File: config.mk
export PLATFORM = sky130hd
export DESIGN_NAME = id_ex_stage
export DESIGN_NICKNAME = d
export VERILOG_FILES = /design/src/rtl/id_ex_stage_pkg.sv /design/src/rtl/id_ex_stage_fwd_mux.sv /design/src/rtl/id_ex_stage.sv
export SDC_FILE = /design/constraint.sdc
export NUM_CORES = 1
export LEC_CHECK = 0
export BUFFER_PORTS_ARGS = -buffer_cell sky130_fd_sc_hd__buf_2
export CAP_MARGIN = 20
export CORE_MARGIN = 1.5
export CORE_UTILIZATION = 40
export CTS_CLUSTER_SIZE = 25
export DETAILED_ROUTE_END_ITERATION = 10
export PLACE_DENSITY_LB_ADDON = 0.08
export SLEW_MARGIN = 20
export SYNTH_ARGS = -nofsm -noshare
export SYNTH_HDL_FRONTEND = slang
export SYNTH_SLANG_ARGS = --single-unit
File: constraint.sdc
create_clock -name clk -period 2.48 [get_ports clk]
set_input_delay 0 -clock clk [delete_from_list [all_inputs] [get_ports clk]]
set_output_delay 0 -clock clk [all_outputs]
set_load 0.02 [all_outputs]
File: src/rtl/id_ex_stage_pkg.sv
// Shared encodings for the ID/EX stage: ALU operation codes, forwarding
// selector codes, register-update kinds and the stage-control bundle.
package id_ex_stage_pkg;

  localparam int DW_DEF  = 32;
  localparam int RW_DEF  = 5;
  localparam int OPW_DEF = 5;

  // ALUOp_NOP is the code a bubble carries, so the ALU sees a harmless op.
  localparam logic [4:0] ALUOp_NOP  = 5'd0;
  localparam logic [4:0] ALUOp_ADDU = 5'd1;
  localparam logic [4:0] ALUOp_SUBU = 5'd2;
  localparam logic [4:0] ALUOp_OR   = 5'd3;
  localparam logic [4:0] ALUOp_ADD  = 5'd4;

  typedef enum logic [1:0] {
    FWD_REG   = 2'b00,
    FWD_MEMWB = 2'b01,
    FWD_EXMEM = 2'b10
  } fwd_sel_e;

  typedef enum logic [1:0] {
    UPD_CAPTURE = 2'b00,
    UPD_HOLD    = 2'b01,
    UPD_BUBBLE  = 2'b10
  } upd_e;

  typedef struct packed {
    logic regwrite;
    logic memread;
    logic memwrite;
    logic memtoreg;
  } ctrl_t;

  localparam ctrl_t CTRL_NONE = ctrl_t'(4'b0000);

  // Flush beats stall, and stall beats the load-use bubble so a held
  // hazard is re-evaluated once the stall lifts.
  function automatic upd_e upd_select(input logic flush, input logic stall,
                                      input logic hazard);
    upd_e sel;
    if (flush) begin
      sel = UPD_BUBBLE;
    end else if (stall) begin
      sel = UPD_HOLD;
    end else if (hazard) begin
      sel = UPD_BUBBLE;
    end else begin
      sel = UPD_CAPTURE;
    end
    return sel;
  endfunction

endpackage

File: src/rtl/id_ex_stage_fwd_mux.sv
// Operand forwarding for one source register: picks EX/MEM, then MEM/WB,
// then the registered register-file value. Register 0 is never forwarded.
module id_ex_stage_fwd_mux
  import id_ex_stage_pkg::*;
#(
  parameter int DW = DW_DEF,
  parameter int RW = RW_DEF
) (
  input  logic [RW-1:0] src_idx_i,
  input  logic [DW-1:0] reg_data_i,
  input  logic          exmem_regwrite_i,
  input  logic [RW-1:0] exmem_rd_i,
  input  logic [DW-1:0] exmem_result_i,
  input  logic          memwb_regwrite_i,
  input  logic [RW-1:0] memwb_rd_i,
  input  logic [DW-1:0] memwb_data_i,
  output logic [DW-1:0] data_o
);

  fwd_sel_e sel;
  logic     src_nonzero;

  assign src_nonzero = (src_idx_i != {RW{1'b0}});

  // Select the youngest producer that writes this index.
  always_comb begin
    sel = FWD_REG;
    if (exmem_regwrite_i && (exmem_rd_i == src_idx_i) && src_nonzero) begin
      sel = FWD_EXMEM;
    end else if (memwb_regwrite_i && (memwb_rd_i == src_idx_i) && src_nonzero) begin
      sel = FWD_MEMWB;
    end else begin
      sel = FWD_REG;
    end
  end

  // Data mux driven by the select code.
  always_comb begin
    data_o = reg_data_i;
    case (sel)
      FWD_EXMEM: data_o = exmem_result_i;
      FWD_MEMWB: data_o = memwb_data_i;
      FWD_REG:   data_o = reg_data_i;
      default:   data_o = reg_data_i;
    endcase
  end

endmodule

File: src/rtl/id_ex_stage.sv
// ID/EX pipeline register with hold/bubble control, load-use detection and
// EX-stage operand forwarding feeding the ALU.
module id_ex_stage
  import id_ex_stage_pkg::*;
#(
  parameter int DW  = DW_DEF,
  parameter int RW  = RW_DEF,
  parameter int OPW = OPW_DEF
) (
  input  logic           clk,
  input  logic           rst,
  input  logic           id_valid,
  input  logic [DW-1:0]  id_rs_data,
  input  logic [DW-1:0]  id_rt_data,
  input  logic [DW-1:0]  id_imm32,
  input  logic [RW-1:0]  id_rs,
  input  logic [RW-1:0]  id_rt,
  input  logic [RW-1:0]  id_rd,
  input  logic [OPW-1:0] id_aluop,
  input  logic           id_alusrc,
  input  logic           id_regwrite,
  input  logic           id_memread,
  input  logic           id_memwrite,
  input  logic           id_memtoreg,
  input  logic           stall,
  input  logic           flush,
  input  logic           exmem_regwrite,
  input  logic [RW-1:0]  exmem_rd,
  input  logic [DW-1:0]  exmem_result,
  input  logic           memwb_regwrite,
  input  logic [RW-1:0]  memwb_rd,
  input  logic [DW-1:0]  memwb_data,
  output logic           ld_use_stall,
  output logic           ex_valid,
  output logic [DW-1:0]  ex_a,
  output logic [DW-1:0]  ex_b,
  output logic [OPW-1:0] ex_aluop,
  output logic [DW-1:0]  ex_store_data,
  output logic [RW-1:0]  ex_rd,
  output logic           ex_regwrite,
  output logic           ex_memread,
  output logic           ex_memwrite,
  output logic           ex_memtoreg
);

  logic           valid_q,   valid_d;
  ctrl_t          ctrl_q,    ctrl_d;
  logic [OPW-1:0] aluop_q,   aluop_d;
  logic [RW-1:0]  rd_q,      rd_d;
  logic [RW-1:0]  rs_q,      rs_d;
  logic [RW-1:0]  rt_q,      rt_d;
  logic [DW-1:0]  rs_data_q, rs_data_d;
  logic [DW-1:0]  rt_data_q, rt_data_d;
  logic [DW-1:0]  imm_q,     imm_d;
  logic           alusrc_q,  alusrc_d;

  logic           hazard;
  upd_e           upd;
  ctrl_t          id_ctrl;
  logic [DW-1:0]  fwd_rs, fwd_rt;

  assign id_ctrl = '{regwrite: id_regwrite, memread: id_memread,
                     memwrite: id_memwrite, memtoreg: id_memtoreg};

  // The B operand only reads rt when the immediate is not selected.
  assign hazard = valid_q & ctrl_q.memread & (rd_q != {RW{1'b0}}) & id_valid &
                  ((rd_q == id_rs) | ((rd_q == id_rt) & ~id_alusrc));

  assign ld_use_stall = hazard;
  assign upd          = upd_select(flush, stall, hazard);

  // Next-state selection: capture, hold, or bubble.
  always_comb begin
    valid_d   = valid_q;
    ctrl_d    = ctrl_q;
    aluop_d   = aluop_q;
    rd_d      = rd_q;
    rs_d      = rs_q;
    rt_d      = rt_q;
    rs_data_d = rs_data_q;
    rt_data_d = rt_data_q;
    imm_d     = imm_q;
    alusrc_d  = alusrc_q;
    case (upd)
      UPD_CAPTURE: begin
        valid_d   = id_valid;
        ctrl_d    = id_ctrl;
        aluop_d   = id_aluop;
        rd_d      = id_rd;
        rs_d      = id_rs;
        rt_d      = id_rt;
        rs_data_d = id_rs_data;
        rt_data_d = id_rt_data;
        imm_d     = id_imm32;
        alusrc_d  = id_alusrc;
      end
      UPD_BUBBLE: begin
        // Only the fields that could cause side effects are cleared.
        valid_d   = 1'b0;
        ctrl_d    = CTRL_NONE;
        aluop_d   = OPW'(ALUOp_NOP);
        rd_d      = {RW{1'b0}};
        rs_d      = id_rs;
        rt_d      = id_rt;
        rs_data_d = id_rs_data;
        rt_data_d = id_rt_data;
        imm_d     = id_imm32;
        alusrc_d  = id_alusrc;
      end
      UPD_HOLD: begin
        valid_d = valid_q;
      end
      default: begin
        valid_d = valid_q;
      end
    endcase
  end

  // Pipeline registers with synchronous reset.
  always_ff @(posedge clk) begin
    if (rst) begin
      valid_q   <= 1'b0;
      ctrl_q    <= CTRL_NONE;
      aluop_q   <= {OPW{1'b0}};
      rd_q      <= {RW{1'b0}};
      rs_q      <= {RW{1'b0}};
      rt_q      <= {RW{1'b0}};
      rs_data_q <= {DW{1'b0}};
      rt_data_q <= {DW{1'b0}};
      imm_q     <= {DW{1'b0}};
      alusrc_q  <= 1'b0;
    end else begin
      valid_q   <= valid_d;
      ctrl_q    <= ctrl_d;
      aluop_q   <= aluop_d;
      rd_q      <= rd_d;
      rs_q      <= rs_d;
      rt_q      <= rt_d;
      rs_data_q <= rs_data_d;
      rt_data_q <= rt_data_d;
      imm_q     <= imm_d;
      alusrc_q  <= alusrc_d;
    end
  end

  id_ex_stage_fwd_mux #(.DW(DW), .RW(RW)) u_fwd_rs (
    .src_idx_i        (rs_q),
    .reg_data_i       (rs_data_q),
    .exmem_regwrite_i (exmem_regwrite),
    .exmem_rd_i       (exmem_rd),
    .exmem_result_i   (exmem_result),
    .memwb_regwrite_i (memwb_regwrite),
    .memwb_rd_i       (memwb_rd),
    .memwb_data_i     (memwb_data),
    .data_o           (fwd_rs)
  );

  id_ex_stage_fwd_mux #(.DW(DW), .RW(RW)) u_fwd_rt (
    .src_idx_i        (rt_q),
    .reg_data_i       (rt_data_q),
    .exmem_regwrite_i (exmem_regwrite),
    .exmem_rd_i       (exmem_rd),
    .exmem_result_i   (exmem_result),
    .memwb_regwrite_i (memwb_regwrite),
    .memwb_rd_i       (memwb_rd),
    .memwb_data_i     (memwb_data),
    .data_o           (fwd_rt)
  );

  // ALU operand selection; store data always takes the forwarded rt.
  always_comb begin
    ex_a          = fwd_rs;
    ex_store_data = fwd_rt;
    if (alusrc_q) begin
      ex_b = imm_q;
    end else begin
      ex_b = fwd_rt;
    end
  end

  assign ex_valid    = valid_q;
  assign ex_aluop    = aluop_q;
  assign ex_rd       = rd_q;
  assign ex_regwrite = ctrl_q.regwrite & valid_q;
  assign ex_memread  = ctrl_q.memread  & valid_q;
  assign ex_memwrite = ctrl_q.memwrite & valid_q;
  assign ex_memtoreg = ctrl_q.memtoreg & valid_q;

endmodule

==> flow_summary.yaml <==
drt:
  antenna_left: 0
  routed_wl_um: 29100
  drt_iter0_drc: 557
  wl_per_cell_um: 18.4
  drc: 0
  dr_total_vias: 8406
  drt_first_pass_iters: 5
  vias_per_cell: 5.31
layout:
  layout_commonest_cell: "buf_2"
  layout-drive-gt1-share_pct: 33.8
  finalNonFillerCells: 1584
  layout_common_cells: "buf_2 (305), nand2_1 (285), dlygate4sd3_1 (141)"
  syn_to_final_growth_pct: 64.3
  final_util_pct: 66.8
  fin_area_sq_um: 11000
  num-nets-final: 1548
power_and_ir_drop:
  swShare_pct: 30.7
  power_density_nw_per_um2: 558
  p_leak_uw: 0.00485
  p_clk_share_pct: 40.3
  p_switching_uw: 1880
  p_int_uw: 4240
  power_frac_comb_pct: 24.1
  ir_worst_vdd_v: 0.000532
  seqPwrFrac_pct: 35.6
  power_uw: 6120
cts:
  clock_latency_ns: 0.42
  clock_path_buffers: 2
  htree_levels: 4
  clock_sinks: 122
  cts_tree: "done"
  numCtsBuffers: 17
  clk_pin_slew_ns: 0.06
  clk_root_buffer_cell: "clkbuf_16"
placement:
  gp_congestion: 0.947
  dpl_cell_area_sq_um: 8480
  hpwl_um: 20200
  numPortBuffers: 313
  dp_cells: 1398
run_status:
  status: "finished, violations left"
  violations: "setup timing"
critical_path:
  arrival_ns: 2.54
  worstSetupPathDepth: 7
  slowest_delay_ns: 0.55
  reg2reg_slack_ns: 0.72
  r2r-end: "ex_aluop[1]"
  start_kind: "flip-flop"
  r2r-start: "ex_rd[3]"
  worst-setup-path-type: "flip-flop to primary output"
  crit_family: "simple AND/OR/NAND/NOR gates"
  critPathRequiredTime_ns: 2.48
  critical_path_buf_inv_count: 2
  crit_chain: "or4_4 > o211ai_4 > or2_4 > clkbuf_16 > a31oi_2 > mux2_2 > buf_2"
  crit_fanout: 8
  end_kind: "primary output"
  cpMaxStageDelayCell: "or4_4"
  rr_worst_depth: 6
timing:
  setup_viol: 26
  worst_slew_pin_slew_ns: 0.812
  relSlewSlack_pct: 45.9
  tns_ns: -0.847
  hold_violations: 0
  period_share_pct: 102
  slew_viol_final: 0
  timing.fmax_mhz: 394
  rsz0062_at_grt: "true"
  finalCriticalPeriod_ns: 2.54
  setup_slack_ns: -0.0591
  fin_skew_ns: 0.00635
floorplanning:
  die_area_sq_um: 17500
  rows: 47
  fp.dieW_um: 132
  pin_count: 314
  die_h_um: 132
  core_sq_um: 16400
  start_util_pct: 40.6
yosys:
  syn_area_sq_um: 6670
  yosys.area.top_type_share_pct: 36.6
  yosys.area.top_type: "dfxtp_1"
  synth_fp_nets: 1123
  synthDistinctLibCells: 35
  synth_flop_cell: "dfxtp_1"
  netlist_instances: 921
  avgSynthCellArea_sq_um: 7.24
  synth_edf_count: 0
  ys_async_sr_fraction_pct: 0
  ys_seq_area_share_pct: 36.6
  ys_ff_latch: 122
  yosys_warnings: 0
  synth.area.top_cells: "dfxtp_1 (37%), nand2_1 (16%), a21oi_1 (9.2%), mux2i_1 (4.8%), mux2_2 (4.2%)"
global_routing:
  antenna_found_initial: 7
  track_usage_pct: 32.6
  overflow: 0
  grt_max_degree: 95
  grt_pass1_vias: 8180
  grt_pass1_wl_um: 44700
min_path:
  whs_path_depth: 2
  min_from: "rst"
  hold_path.class: "primary input to flip-flop"
  worstHoldEndpoint: "rt_data_q[25]"
flow_run:
  maxCapViolCount: 0
## logic make-up (layout without fill, tap and decap cells)
group                  after synthesis  in the layout  share of synthesized area [%]
multiplexers                        57             57                           9.02
AO/OA/AOI/OAI                      222            222                           19.1
AND/OR/NAND/NOR                    408            408                           26.2
buffers and inverters               82            520                           5.05
flip-flops                         122            122                           36.6
other                                0              5                              0
XOR/XNOR                            30             30                           3.94
## Yosys cell counts, types with 19 or more instances
| library cell | n |
|---|---|
| nand2_1 | 285 |
| nor2_1 | 19 |
| dfxtp_1 | 122 |
| xnor2_1 | 25 |
| nor3_1 | 25 |
| o31ai_1 | 33 |
| nand3_1 | 26 |
| a31oi_1 | 25 |
| a21oi_1 | 122 |
| and3_1 | 32 |
| o21ai_0 | 32 |
| clkbuf_1 | 67 |
| mux2_2 | 25 |
| mux2i_1 | 32 |
## sequential cells by signal (all words and copies together) (netlist names)
| name | count |
|---|---|
| rs_q | 5 |
| ctrl_q | 4 |
| imm_q | 32 |
| alusrc_q | 1 |
| ex_aluop | 5 |
| ex_rd | 5 |
| rs_data_q | 32 |
| rt_q | 5 |
| ex_valid | 1 |
| rt_data_q | 32 |
## routing by layer
layer,wire length [um],up-vias,GRT usage [%]
met3,2050,55,7.38
met2,13400,377,51.1
met5,28,-,0
met4,699,4,11.9
met1,12900,3937,43.9
li1,-,4033,-
## power groups by stage
stage	registers, uW	logic [uW]	clock network [uW]
after global placement	2210	1210	0
after global routing	2190	1580	2570
after detailed placement	2210	1210	0
after floorplan	2180	699	0
after CTS	2170	1420	2490
final	2180	1480	2470
## worst register-to-register path, stage by stage (launching register included)
cell and delay, ns:
dfxtp_1 0.46, xnor2_1 0.15, nand4_1 0.11, o32a_1 0.37
o31ai_2 0.21, buf_4 0.25, a21oi_1 0.08
## how the worst max path moves through the flow
stage | start | to | slack, ns
4_1_cts | rt_q[2] | ex_b[18] | -0.08
2_1_floorplan | rt_q[1] | ex_b[0] | 0.24
6_report | rt_q[2] | ex_b[16] | -0.06
5_1_grt | rt_q[2] | ex_b[22] | -0.11
3_3_place_gp | rs_q[2] | ex_a[23] | -0.03
3_5_place_dp | rs_q[1] | ex_a[23] | -0.06
## final cells by class
cell class	count	area, sq um
antenna	5	12.5
clock buffer	18	439
clock inverter	14	149
fill	1436	5450
multi-input combinational	717	4270
sequential	122	2450
tap	220	275
timing repair buffer	488	3370
## metrics by stage
stage               hold WS, ns  setup WS [ns]
floorplan                 0.140          0.235
global placement          0.245        -0.0346
detailed placement        0.249        -0.0634
CTS                    0.000475        -0.0762
global route             0.0353         -0.111
finish                   0.0189        -0.0591
## repair_timing
action / 4_1_cts / 5_1_grt
resized for setup: 34 / 39
buffers inserted: 6 / 0
endpoints found under the hold margin: 122 / 0
pin swaps: 4 / 2
cloned: 1 / 1
hold buffers: 141 / 0
setup endpoints to repair: 71 / 64
(Power assumes the default switching activity.)
